[config.mk]
export PLATFORM = sky130hd
export DESIGN_NAME = qbus_cycle_initiator
export DESIGN_NICKNAME = d
export VERILOG_FILES = /design/src/rtl/qbus_cycle_initiator.sv
export SDC_FILE = /design/constraint.sdc
export NUM_CORES = 1
export LEC_CHECK = 0
export ABC_CLOCK_PERIOD_IN_PS = 4500
export CAP_MARGIN = 20
export CORE_ASPECT_RATIO = 0.9
export CORE_UTILIZATION = 50
export CTS_CLUSTER_DIAMETER = 30
export DETAILED_ROUTE_END_ITERATION = 10
export PLACE_DENSITY = 0.84
export SETUP_SLACK_MARGIN = 0.15
export SLEW_MARGIN = 10
export SYNTH_ARGS = -nofsm -noshare
export SYNTH_HDL_FRONTEND = slang
export SYNTH_SLANG_ARGS = --single-unit
[constraint.sdc]
create_clock -name clk20 -period 4.5 [get_ports clk20]
set_clock_uncertainty 0.2 [all_clocks]
set_input_delay 1.35 -clock clk20 [delete_from_list [all_inputs] [get_ports clk20]]
set_output_delay 1.35 -clock clk20 [all_outputs]
set_load 0.01 [all_outputs]
[src/rtl/qbus_cycle_initiator.sv]
// qbus_cycle_initiator
//
// QBUS master-side data-transfer sequencer for the QSIC. With bus mastership
// already held, each accepted start runs one DATI (read) or DATO/DATOB (write)
// cycle. It drives the bus transmitters (TSYNC, TDIN, TDOUT, TWTBT, TBS7,
// TDAL) and sequences the Am2908 transceiver controls (DALtx, DALst, DALbe).
//
// Ports
//   clk20        20 MHz QBUS clock
//   reset        synchronous, active-high
//   start        request pulse, honoured only when idle
//   write        1 = DATO/DATOB, 0 = DATI
//   byte_mode    byte write (DATOB); ignored for reads. Named byte_mode
//                because "byte" is a reserved word in SystemVerilog.
//   addr, bs7    bus address and I/O-page select, latched at start
//   wdata        write data, latched at start
//   busy         high from the cycle after an accepted start through the
//                done cycle
//   done         one-cycle completion pulse (normal or timeout)
//   nxm          timeout flag, valid with done, held until the next start
//   rdata        read data, valid with done, held until the next DATI capture
//   RRPLY        asynchronous bus reply
//   RDL          received data lines
//   TSYNC, TDIN, TDOUT, TWTBT, TBS7, TDAL   bus drivers
//   DALtx, DALst, DALbe                     Am2908 direction, latch strobe,
//                                           bus enable (active-high)
module qbus_cycle_initiator #(
    parameter int ADDR_SETUP  = 3,
    parameter int ADDR_HOLD   = 2,
    parameter int DATA_SETUP  = 2,
    parameter int RDATA_DELAY = 3,
    parameter int TIMEOUT     = 200
) (
    input  logic        clk20,
    input  logic        reset,
    input  logic        start,
    input  logic        write,
    input  logic        byte_mode,
    input  logic [21:0] addr,
    input  logic        bs7,
    input  logic [15:0] wdata,
    output logic        busy,
    output logic        done,
    output logic        nxm,
    output logic [15:0] rdata,
    input  logic        RRPLY,
    input  logic [15:0] RDL,
    output logic        TSYNC,
    output logic        TDIN,
    output logic        TDOUT,
    output logic        TWTBT,
    output logic        TBS7,
    output logic [21:0] TDAL,
    output logic        DALtx,
    output logic        DALst,
    output logic        DALbe
);

    // Counter reload values: each wait runs from N-1 down to 0.
    localparam logic [7:0] C_AS = 8'(ADDR_SETUP - 1);
    localparam logic [7:0] C_AH = 8'(ADDR_HOLD - 1);
    localparam logic [7:0] C_DS = 8'(DATA_SETUP - 1);
    localparam logic [7:0] C_RD = 8'(RDATA_DELAY - 1);
    localparam logic [7:0] C_TO = 8'(TIMEOUT - 1);

    typedef enum logic [3:0] {
        IDLE,
        ADDR,
        SYNC,
        DSETUP,
        DIN,
        RWAIT,
        DOUT,
        END,
        FAIL,
        DONE
    } state_t;

    state_t      state;
    logic [7:0]  cnt;
    logic        lat_write;
    logic        lat_byte;
    logic [15:0] lat_wdata;

    // Reply synchronizer; rply_p1 is the synchronized reply.
    logic rply_p0;
    logic rply_p1;

    always_ff @(posedge clk20) begin
        if (reset) begin
            rply_p0 <= 1'b0;
            rply_p1 <= 1'b0;
        end else begin
            rply_p0 <= RRPLY;
            rply_p1 <= rply_p0;
        end
    end

    // Latched request fields carry no reset: they are only read after a
    // start has loaded them.
    always_ff @(posedge clk20) begin
        if (state == IDLE && start && !reset) begin
            lat_write <= write;
            lat_byte  <= byte_mode;
            lat_wdata <= wdata;
        end
    end

    always_ff @(posedge clk20) begin
        if (reset) begin
            state <= IDLE;
            cnt   <= 8'd0;
            busy  <= 1'b0;
            done  <= 1'b0;
            nxm   <= 1'b0;
            rdata <= 16'd0;
            TSYNC <= 1'b0;
            TDIN  <= 1'b0;
            TDOUT <= 1'b0;
            TWTBT <= 1'b0;
            TBS7  <= 1'b0;
            TDAL  <= 22'd0;
            DALtx <= 1'b0;
            DALst <= 1'b0;
            DALbe <= 1'b0;
        end else begin
            // done and DALst are single-cycle pulses.
            done  <= 1'b0;
            DALst <= 1'b0;
            case (state)
                IDLE: begin
                    if (start) begin
                        state <= ADDR;
                        cnt   <= C_AS;
                        busy  <= 1'b1;
                        nxm   <= 1'b0;
                        TDAL  <= addr;
                        TBS7  <= bs7;
                        TWTBT <= write;
                        DALtx <= 1'b1;
                        DALst <= 1'b1;
                    end
                end

                ADDR: begin
                    // Output latch was strobed last cycle; enable it now.
                    DALbe <= 1'b1;
                    if (cnt == 8'd0) begin
                        state <= SYNC;
                        cnt   <= C_AH;
                        TSYNC <= 1'b1;
                    end else begin
                        cnt <= cnt - 8'd1;
                    end
                end

                SYNC: begin
                    if (cnt == 8'd0) begin
                        if (lat_write) begin
                            // Bus enable stays on while the latch is reloaded
                            // with data, so it never toggles on the edge
                            // where TDAL switches from address to data.
                            state <= DSETUP;
                            cnt   <= C_DS;
                            TWTBT <= lat_byte;
                            TDAL  <= {6'b0, lat_wdata};
                            DALst <= 1'b1;
                        end else begin
                            // TDAL is left unchanged while the transceiver
                            // turns around to receive.
                            state <= DIN;
                            cnt   <= C_TO;
                            TWTBT <= 1'b0;
                            DALbe <= 1'b0;
                            DALtx <= 1'b0;
                            TDIN  <= 1'b1;
                        end
                    end else begin
                        cnt <= cnt - 8'd1;
                    end
                end

                DSETUP: begin
                    if (cnt == 8'd0) begin
                        state <= DOUT;
                        cnt   <= C_TO;
                        TDOUT <= 1'b1;
                    end else begin
                        cnt <= cnt - 8'd1;
                    end
                end

                DIN: begin
                    // A reply seen in the last timeout cycle still wins.
                    if (rply_p1) begin
                        state <= RWAIT;
                        cnt   <= C_RD;
                    end else if (cnt == 8'd0) begin
                        state <= FAIL;
                        done  <= 1'b1;
                        nxm   <= 1'b1;
                        TSYNC <= 1'b0;
                        TDIN  <= 1'b0;
                        TWTBT <= 1'b0;
                        TBS7  <= 1'b0;
                        TDAL  <= 22'd0;
                        DALtx <= 1'b0;
                        DALbe <= 1'b0;
                    end else begin
                        cnt <= cnt - 8'd1;
                    end
                end

                RWAIT: begin
                    if (cnt == 8'd0) begin
                        state <= END;
                        rdata <= RDL;
                        TDIN  <= 1'b0;
                    end else begin
                        cnt <= cnt - 8'd1;
                    end
                end

                DOUT: begin
                    if (rply_p1) begin
                        state <= END;
                        TDOUT <= 1'b0;
                    end else if (cnt == 8'd0) begin
                        state <= FAIL;
                        done  <= 1'b1;
                        nxm   <= 1'b1;
                        TSYNC <= 1'b0;
                        TDOUT <= 1'b0;
                        TWTBT <= 1'b0;
                        TBS7  <= 1'b0;
                        TDAL  <= 22'd0;
                        DALtx <= 1'b0;
                        DALbe <= 1'b0;
                    end else begin
                        cnt <= cnt - 8'd1;
                    end
                end

                END: begin
                    // No watchdog here: a slave that never negates reply
                    // holds the bus.
                    if (!rply_p1) begin
                        state <= DONE;
                        done  <= 1'b1;
                        TSYNC <= 1'b0;
                        TWTBT <= 1'b0;
                        TBS7  <= 1'b0;
                        TDAL  <= 22'd0;
                        DALtx <= 1'b0;
                        DALbe <= 1'b0;
                    end
                end

                // Done cycle: not yet IDLE, so a coincident start is dropped.
                FAIL, DONE: begin
                    state <= IDLE;
                    busy  <= 1'b0;
                end

                default: begin
                    state <= IDLE;
                end
            endcase
        end
    end

endmodule

## Word level (Yosys, flattened, before mapping)

Index checks and enable logic that the tools add are counted.

| storage, ports and cells | value |
|---|---|
| flip-flop bits (word level) | 81 |
| bits in latches | 0 |
| RAM bits | 0 |
| ROM bits | 0 |
| output and inout bits | 49 |
| logic and storage cells | 134 |
| memories | 0 |

| cells by class | value |
|---|---|
| $add $sub $neg | 1 |
| multipliers | 0 |
| divide/modulo/power cells | 0 |
| order comparisons | 0 |
| eq/ne operators | 22 |
| shifts and indexed selects | 0 |
| muxes and demuxes | 62 |
| bitwise gates (word level) | 0 |
| reductions and logical operators | 29 |

Operators with widths:

| cell | count |
|---|---|
| $mux 22 | 6 |
| $pmux 22 s4 | 1 |
| $mux 8 | 8 |
| $pmux 8 s7 | 1 |
| $mux 4 | 9 |
| $pmux 4 s8 | 1 |
| $mux 1 | 24 |
| $ne 2x2->1 const B | 11 |
| $reduce_and 6->1 | 3 |
| $eq 4x3->1 const B | 4 |
| $reduce_and 7->1 | 2 |
| $pmux 1 s4 | 3 |
| $pmux 1 s2 | 5 |
| $reduce_and 5->1 | 2 |
| $pmux 1 s3 | 3 |
| $reduce_bool 3->1 | 3 |
| $eq 4x2->1 const B | 2 |
| $eq 4x4->1 const B | 2 |
| $logic_not 8->1 | 1 |
| $reduce_and 4->1 | 2 |
| $reduce_bool 4->1 | 2 |
| $sub 8x1->8 const B | 1 |
| $reduce_bool 7->1 | 1 |
| $reduce_and 3->1 | 2 |
| other kinds (10) | 15 |

## Depth between registers and ports, before layout

Gate-level depths: netlist (run 1).

| depth | value |
|---|---|
| word-level depth | 4 |
| depth in mapped cells | 12 |
| depth with buffers taken out | 11 |

## Least setup slack after synthesis (run 1)

OpenSTA, ideal clock, no wires.

| timing | value |
|---|---|
| path type | input -> register |
| start point | input reset |
| end point | register lat_byte, enable pin |
| setup time | 0.393 ns |
| data arrival time | 2.536 ns |
| setup slack | 1.372 ns |
| cell stages on the path | 3 |
| buffers on the path | 2 |
| path through | clkbuf_1 -> clkbuf_1 -> nor2_1 |

| between the ends | value |
|---|---|
| word-level cells in the longest chain between the ends | 2 |

Ends and longest elaborated chain:

| element | line | source |
|---|---|---|
| start, declared | 35 | `input logic reset,` |
| $logic_not 1->1 | 102 | `if (state == IDLE && start && !reset) begin` |
| $logic_and 1x1->1 | 102 |  |
| end signal, assigned | 104 | `lat_byte <= byte_mode;` |
| end, declared | 82 | `logic lat_byte;` |

No other way between the ends.
A chain may end at the register's enable or synchronous reset.

## Worst setup path after layout (run 1)

| timing | value |
|---|---|
| start point | register cnt[0] |
| end point | register rdata[9] |

| between the ends | value |
|---|---|
| word-level cells in the longest chain between the ends | 2 |

Ends and longest elaborated chain:

| element | line | source |
|---|---|---|
| start, declared | 80 | `logic [7:0] cnt;` |
| start signal, assigned | 153 | `cnt <= cnt - 8'd1;` |
| start signal, assigned | 179 | `cnt <= cnt - 8'd1;` |
| start signal, assigned | 189 | `cnt <= cnt - 8'd1;` |
| $logic_not 8->1 | 215 | `if (cnt == 8'd0) begin` |
| $reduce_and 2->1 (no line) | -- |  |
| end signal, assigned | 116 | `rdata <= 16'd0;` |
| end signal, assigned | 217 | `rdata <= RDL;` |
| end, declared | 45 | `output logic [15:0] rdata,` |

No other way between the ends.

==> impl_metrics.tcl, run 1 <==
set metrics [dict create \
    wire_per_inst_um 16.3 \
    instances_no_fill 552 \
    die_h_um 82.7 \
    crit_path_max_fanout 16 \
    utilization_pct 70.0 \
    final-max-slew-violation-count 0 \
    path_clk_slew_ns 0.09 \
    antenna_found_initial 0 \
    timing.rr.start "cnt[0]" \
    place_congestion 0.868 \
    viasPerCell 5.67 \
    clk_latency_ns 0.35 \
    ys_warn_count 0 \
    nets 518 \
    internal_power_w 0.00182 \
    max-cap-violations 0 \
    rsz0062_at_grt "false" \
    timing.critical_path.from "cnt[0]" \
    hold_slack_ns 0.248 \
    path_class "reg -> reg" \
    dp_cells 536 \
    cts_setup_buffers 0 \
    dr.first_iter.drc_count 209 \
    synthTopCellsByArea "dfxtp_1 (35%), edfxtp_1 (15%), nor2_1 (6.2%)" \
    multi_input_area_mm2 0.00166 \
    cts_tree "yes" \
    ant_nets 0 \
    ys_seq_area_share_pct 49.7 \
    setup_tns_ns 0 \
    grt_pass1_vias 2974 \
    yosysTopAreaCellShare_pct 34.8 \
    wirelength_um 9020 \
    insertedDiodeCount 0 \
    holdPathStages 1 \
    overflow 0 \
    cts_root_buf "clkbuf_8" \
    synth.distinct_cells 59 \
    grt_usage_pct 23.6 \
    rr_worst_depth 7 \
    swShare_pct 40.7 \
    seq_area_mm2 0.00180 \
    port_buffers 109 \
    p_seq_share_pct 34.6 \
    clkSinkCount 81 \
    gr-usage-met3_pct 6.32 \
    clock.fmax_mhz 307 \
    grt_start_max_net_pins 52 \
    pin_count 110 \
    finalPower_w 0.00307 \
    met1_usage_pct 28.4 \
    synth_largest_area_cell "dfxtp_1" \
    hp-start "rply_p0" \
    required_ns 4.50 \
    status "completed" \
    p_clk_share_pct 17.5 \
    grt_pass1_wl_um 14000 \
    core_mm2 0.00704 \
    fin_crit_sh_pct 72.4 \
    grt_use_met2_pct 40.8 \
    final-setup-viol-count 0 \
    syn2layout_area_growth_pct 36.0 \
    comb_power_share_pct 47.9 \
    num_vias 3129 \
    syn_area_per_cell_um2 10.1 \
    drive_gt1_share_pct 10.9 \
    peakVddDrop_mv 0.353 \
    final_hold_viol_count 0 \
    synth_edf_count 18 \
    tightest_slew_ns 0.985 \
    synth_area_mm2 0.00362 \
    cts_resized 0 \
    min_path_type "reg -> reg" \
    switchingPower_w 0.00125 \
    cp-start-kind "flip-flop" \
    p_leak_nw 1.92 \
    cts_buffer_depth 2 \
    syn_inst 358 \
    async_flop_share_pct 0 \
    first_pass_iters 5 \
    drc 0 \
    rows 29 \
    grt-busiest-layer "met2" \
    hold_buffers 0 \
    period_needed_ns 3.26 \
    htree_num_levels 3 \
    cp.arrival_ns 3.26 \
    design.die.area_mm2 0.00759 \
    fillers 531 \
    synth-main-ff-cell "dfxtp_1" \
    dp_hpwl_um 6250 \
    cts_buffers 9 \
    start_util_pct 51.5 \
    synth_nets 422 \
    slew_headroom_pct 34.3 \
    crit_path_end_kind "flip-flop" \
    powerDensity_mw_per_mm2 622 \
    ys_ff_latch 81 \
    dieWidth_um 91.7 \
]
[power by group through the flow]
| stage | sequential [W] | clock (W) | combinational, W |
|---|---|---|---|
| finish | 0.00106 | 0.000537 | 0.00147 |
| global route | 0.00109 | 0.000582 | 0.00159 |
| CTS | 0.00106 | 0.000548 | 0.00146 |
| detailed placement | 0.00107 | 0 | 0.00146 |
| global placement | 0.00106 | 0 | 0.00140 |
| floorplan | 0.00106 | 0 | 0.00104 |
[per-layer routing]
metal,share of wire [%],vias to the layer above
met2,48,135
met4,1.8,0
met3,7.9,21
li1,-,1496
met5,0,-
met1,42,1477
[state kept, by name, summed over array words and instances (netlist names), 4 cells and up]
name	cells
TDAL	22
state	4
cnt	8
lat_wdata	16
rdata	16
[final cells by class]
cell class	count	area share [%]
repair buffers	113	22.7
multi-input cells	242	33.8
well taps	93	2.36
clock inverters	7	1.57
clock buffers	9	2.51
inverters	7	0.533
flip-flops and latches	81	36.6
[final timing paths]
| path | endpoint | slack [ns] |
|---|---|---|
| setup / recovery | rdata[9] | 1.24 |
| hold / removal | rply_p1 | 0.25 |
| setup reg to reg | rdata[9] | 1.24 |
| hold reg to reg | rply_p1 | 0.25 |
[cell usage in the layout (no fill, tap or decap), drive strengths merged, types with 2 or more instances in the layout]
cell type	netlist	routed
nor3	6	6
buf	8	5
nand2b	10	10
a31oi	5	5
mux2i	18	18
ha	3	3
xor2	3	3
o21ai	8	8
o21a	3	3
a22oi	18	18
clkbuf	20	9
o22ai	2	2
a211o	3	3
nor2	60	60
clkdlybuf4s50	0	108
and4	2	2
nor4	5	5
clkinv	0	4
o31ai	2	2
a21oi	17	17
nand4	2	2
nor2b	7	7
a311oi	4	4
dfxtp	63	63
inv	7	9
nand2	8	8
or4	2	2
nand4b	2	2
a21boi	2	2
nand3	10	10
edfxtp	18	18
a211oi	18	18
[cells by family (layout without fill, tap and decap cells)]
logic type,after synthesis,in the layout,share of synthesized area (%)
adders and majority gates,4,4,1.31
and+or+nand+nor,122,122,17.1
AOI/OAI and AO/OA,95,95,21.7
muxes,18,18,4.97
xor gates and xnor gates,3,3,0.726
DFF,81,81,49.7
buffers and inverters,35,136,4.49
[synth_stat cells, types with 4 or more instances]
cell type  count
nor4_1         5
a211oi_2      16
nand3_2        4
buf_2          4
a21oi_1       13
nand3_1        6
nor2_1        60
a22oi_1       18
a31oi_1        5
dfxtp_1       63
nand2b_1      10
edfxtp_1      18
inv_1          7
o21ai_0        8
nand2_1        8
nor2b_1        7
nor3_1         6
a21oi_2        4
clkbuf_1      20
mux2i_1       18
a311oi_1       4
[critical path, stage by stage (launching register included)]
cell,delay (ns)
dfxtp_1,0.35
inv_1,0.09
ha_1,0.20
or3b_1,0.48
nor2_1,0.66
nand4_2,0.69
mux2i_1,0.37
nor2_1,0.06
[metrics by stage]
stage / worst slack, ns / cell area (µm²)
after floorplan: 1.37 / 3620
after global placement: 1.03 / 4720
after detailed placement: 0.965 / 4720
after CTS: 1.27 / 4930
after global routing: 1.02 / 4930
final: 1.24 / 4930
No activity file was read; power rests on OpenSTA's default activity.
==> run 2: changes to the inputs <==
- ABC_CLOCK_PERIOD_IN_PS: 4500 -> 2770
- CORE_UTILIZATION: 50 -> 42
- PLACE_DENSITY: 0.84 -> 0.76
- clock period: 4.5 -> 2.77 ns (I/O delays scaled with it)
==> impl_metrics.tcl, run 2 (synthesized netlist as in run 1, its figures left out) <==
set metrics [dict create \
    hold_buffers 0 \
    cp_top_family "compound AO/OA/AOI/OAI gates" \
    critPathMaxStageDelay_ns 0.44 \
    status "completed" \
    cp_slowest_cell "or3b_4" \
    cts_buffer_depth 2 \
    placed_area_mm2 0.00487 \
    dieWidth_um 99.9 \
    cts_setup_buffers 0 \
    num_vias 3177 \
    viasPerCell 5.41 \
    finalPower_w 0.00521 \
    final-max-slew-violation-count 0 \
    start_util_pct 44.3 \
    largest_reg_flops 22 \
    p_leak_nw 1.98 \
    clock.fmax_mhz 401 \
    grt_usage_pct 21.3 \
    tightest_slew_ns 0.601 \
    clk_latency_ns 0.35 \
    crit_path_max_fanout 44 \
    core_mm2 0.00818 \
    min_path_type "reg -> reg" \
    final_common_cell "clkdlybuf4s50_1" \
    cts_tree "yes" \
    final_area_mm2 0.00509 \
    drc 0 \
    clkSinkCount 81 \
    crit_buf_inv 2 \
    required_ns 2.84 \
    reg_top3 "TDAL: 22 flops, lat_wdata: 16 flops, rdata: 16 flops" \
    rows 31 \
    wire_per_inst_um 16.2 \
    nets 531 \
    rsz0062_at_grt "false" \
    rrSetupSlack_ns 0.27 \
    grt_pass1_vias 3039 \
    grt_pass1_wl_um 15000 \
    layout_common_cells "clkdlybuf4s50_1 (108), dfxtp_1 (63), nor2_1 (60)" \
    powerDensity_mw_per_mm2 1020 \
    design.die.area_mm2 0.00900 \
    cts_buffers 9 \
    die_h_um 90.1 \
    utilization_pct 62.2 \
    port_buffers 109 \
    path_class "reg -> reg" \
    slew_headroom_pct 59.9 \
    cts_resized 0 \
    cp.arrival_ns 2.57 \
    dr.first_iter.drc_count 242 \
    pin_count 110 \
    first_pass_iters 5 \
    cp-start-kind "flip-flop" \
    crit_path_end_kind "flip-flop" \
    hold_slack_ns 0.242 \
    instances_no_fill 587 \
    ant_nets 0 \
    largest_register "TDAL" \
    grt_start_max_net_pins 45 \
    wirelength_um 9500 \
    final_hold_viol_count 0 \
    period_needed_ns 2.50 \
    peakVddDrop_mv 0.481 \
    dp_cells 571 \
    drive_gt1_share_pct 13.8 \
    syn2layout_area_growth_pct 40.6 \
    insertedDiodeCount 0 \
    fin_crit_sh_pct 90.1 \
    overflow 0 \
    dp_hpwl_um 6680 \
    antenna_found_initial 0 \
    path_cells "inv_1, ha_1, or3b_4, o311a_4, a211oi_4, buf_12, nor2_1, a211oi_2" \
    cts_root_buf "clkbuf_8" \
    max-cap-violations 0 \
    htree_num_levels 3 \
    place_congestion 0.886 \
    path_clk_slew_ns 0.09 \
    final-setup-viol-count 0 \
]
==> run 2: per-stage QoR <==
stage / setup TNS (ns) / worst slack, ns
5_1_grt: 0 / 0.134
3_3_place_gp: 0 / 0.0459
3_5_place_dp: -0.139 / -0.0368
4_1_cts: 0 / 0.238
2_1_floorplan: 0 / 0.161
6_report: 0 / 0.273
==> run 2: final timing paths <==
kind / start / endpoint / cells past startpoint
worst min register to register: rply_p0 / rply_p1 / 1
worst max register to register: cnt[0] / TDAL[1] / 8
worst min-delay path: rply_p0 / rply_p1 / 1
worst max-delay path: cnt[0] / TDAL[1] / 8
==> run 2: cell type report <==
type                       instances  area (µm²)
timing repair buffer             126        1240
multi-input combinational        242        1670
fill                             699        3090
tap                              115         144
clock inverter                     6        73.8
inverter                           7        26.3
clock buffer                      10         138
sequential                        81        1800
==> run 2: metal layers <==
layer	wire [µm]	up-vias	global-route usage, %
met1	4010	1511	25.7
met3	719	13	7.47
li1	-	1527	-
met4	157	0	7.48
met2	4610	126	34.9
met5	0	-	0
==> run 2: worst register-to-register path: stages (launching register included) <==
cell and delay (ns):
dfxtp_1 0.36, inv_1 0.09, ha_1 0.20, or3b_4 0.44, o311a_4 0.35, a211oi_4 0.20
buf_12 0.27, nor2_1 0.10, a211oi_2 0.21
==> run 2: power by group <==
group	internal [W]	switching (W)
logic	0.00120	0.00141
registers	0.00148	0.000199
clock network	0.000452	0.000464
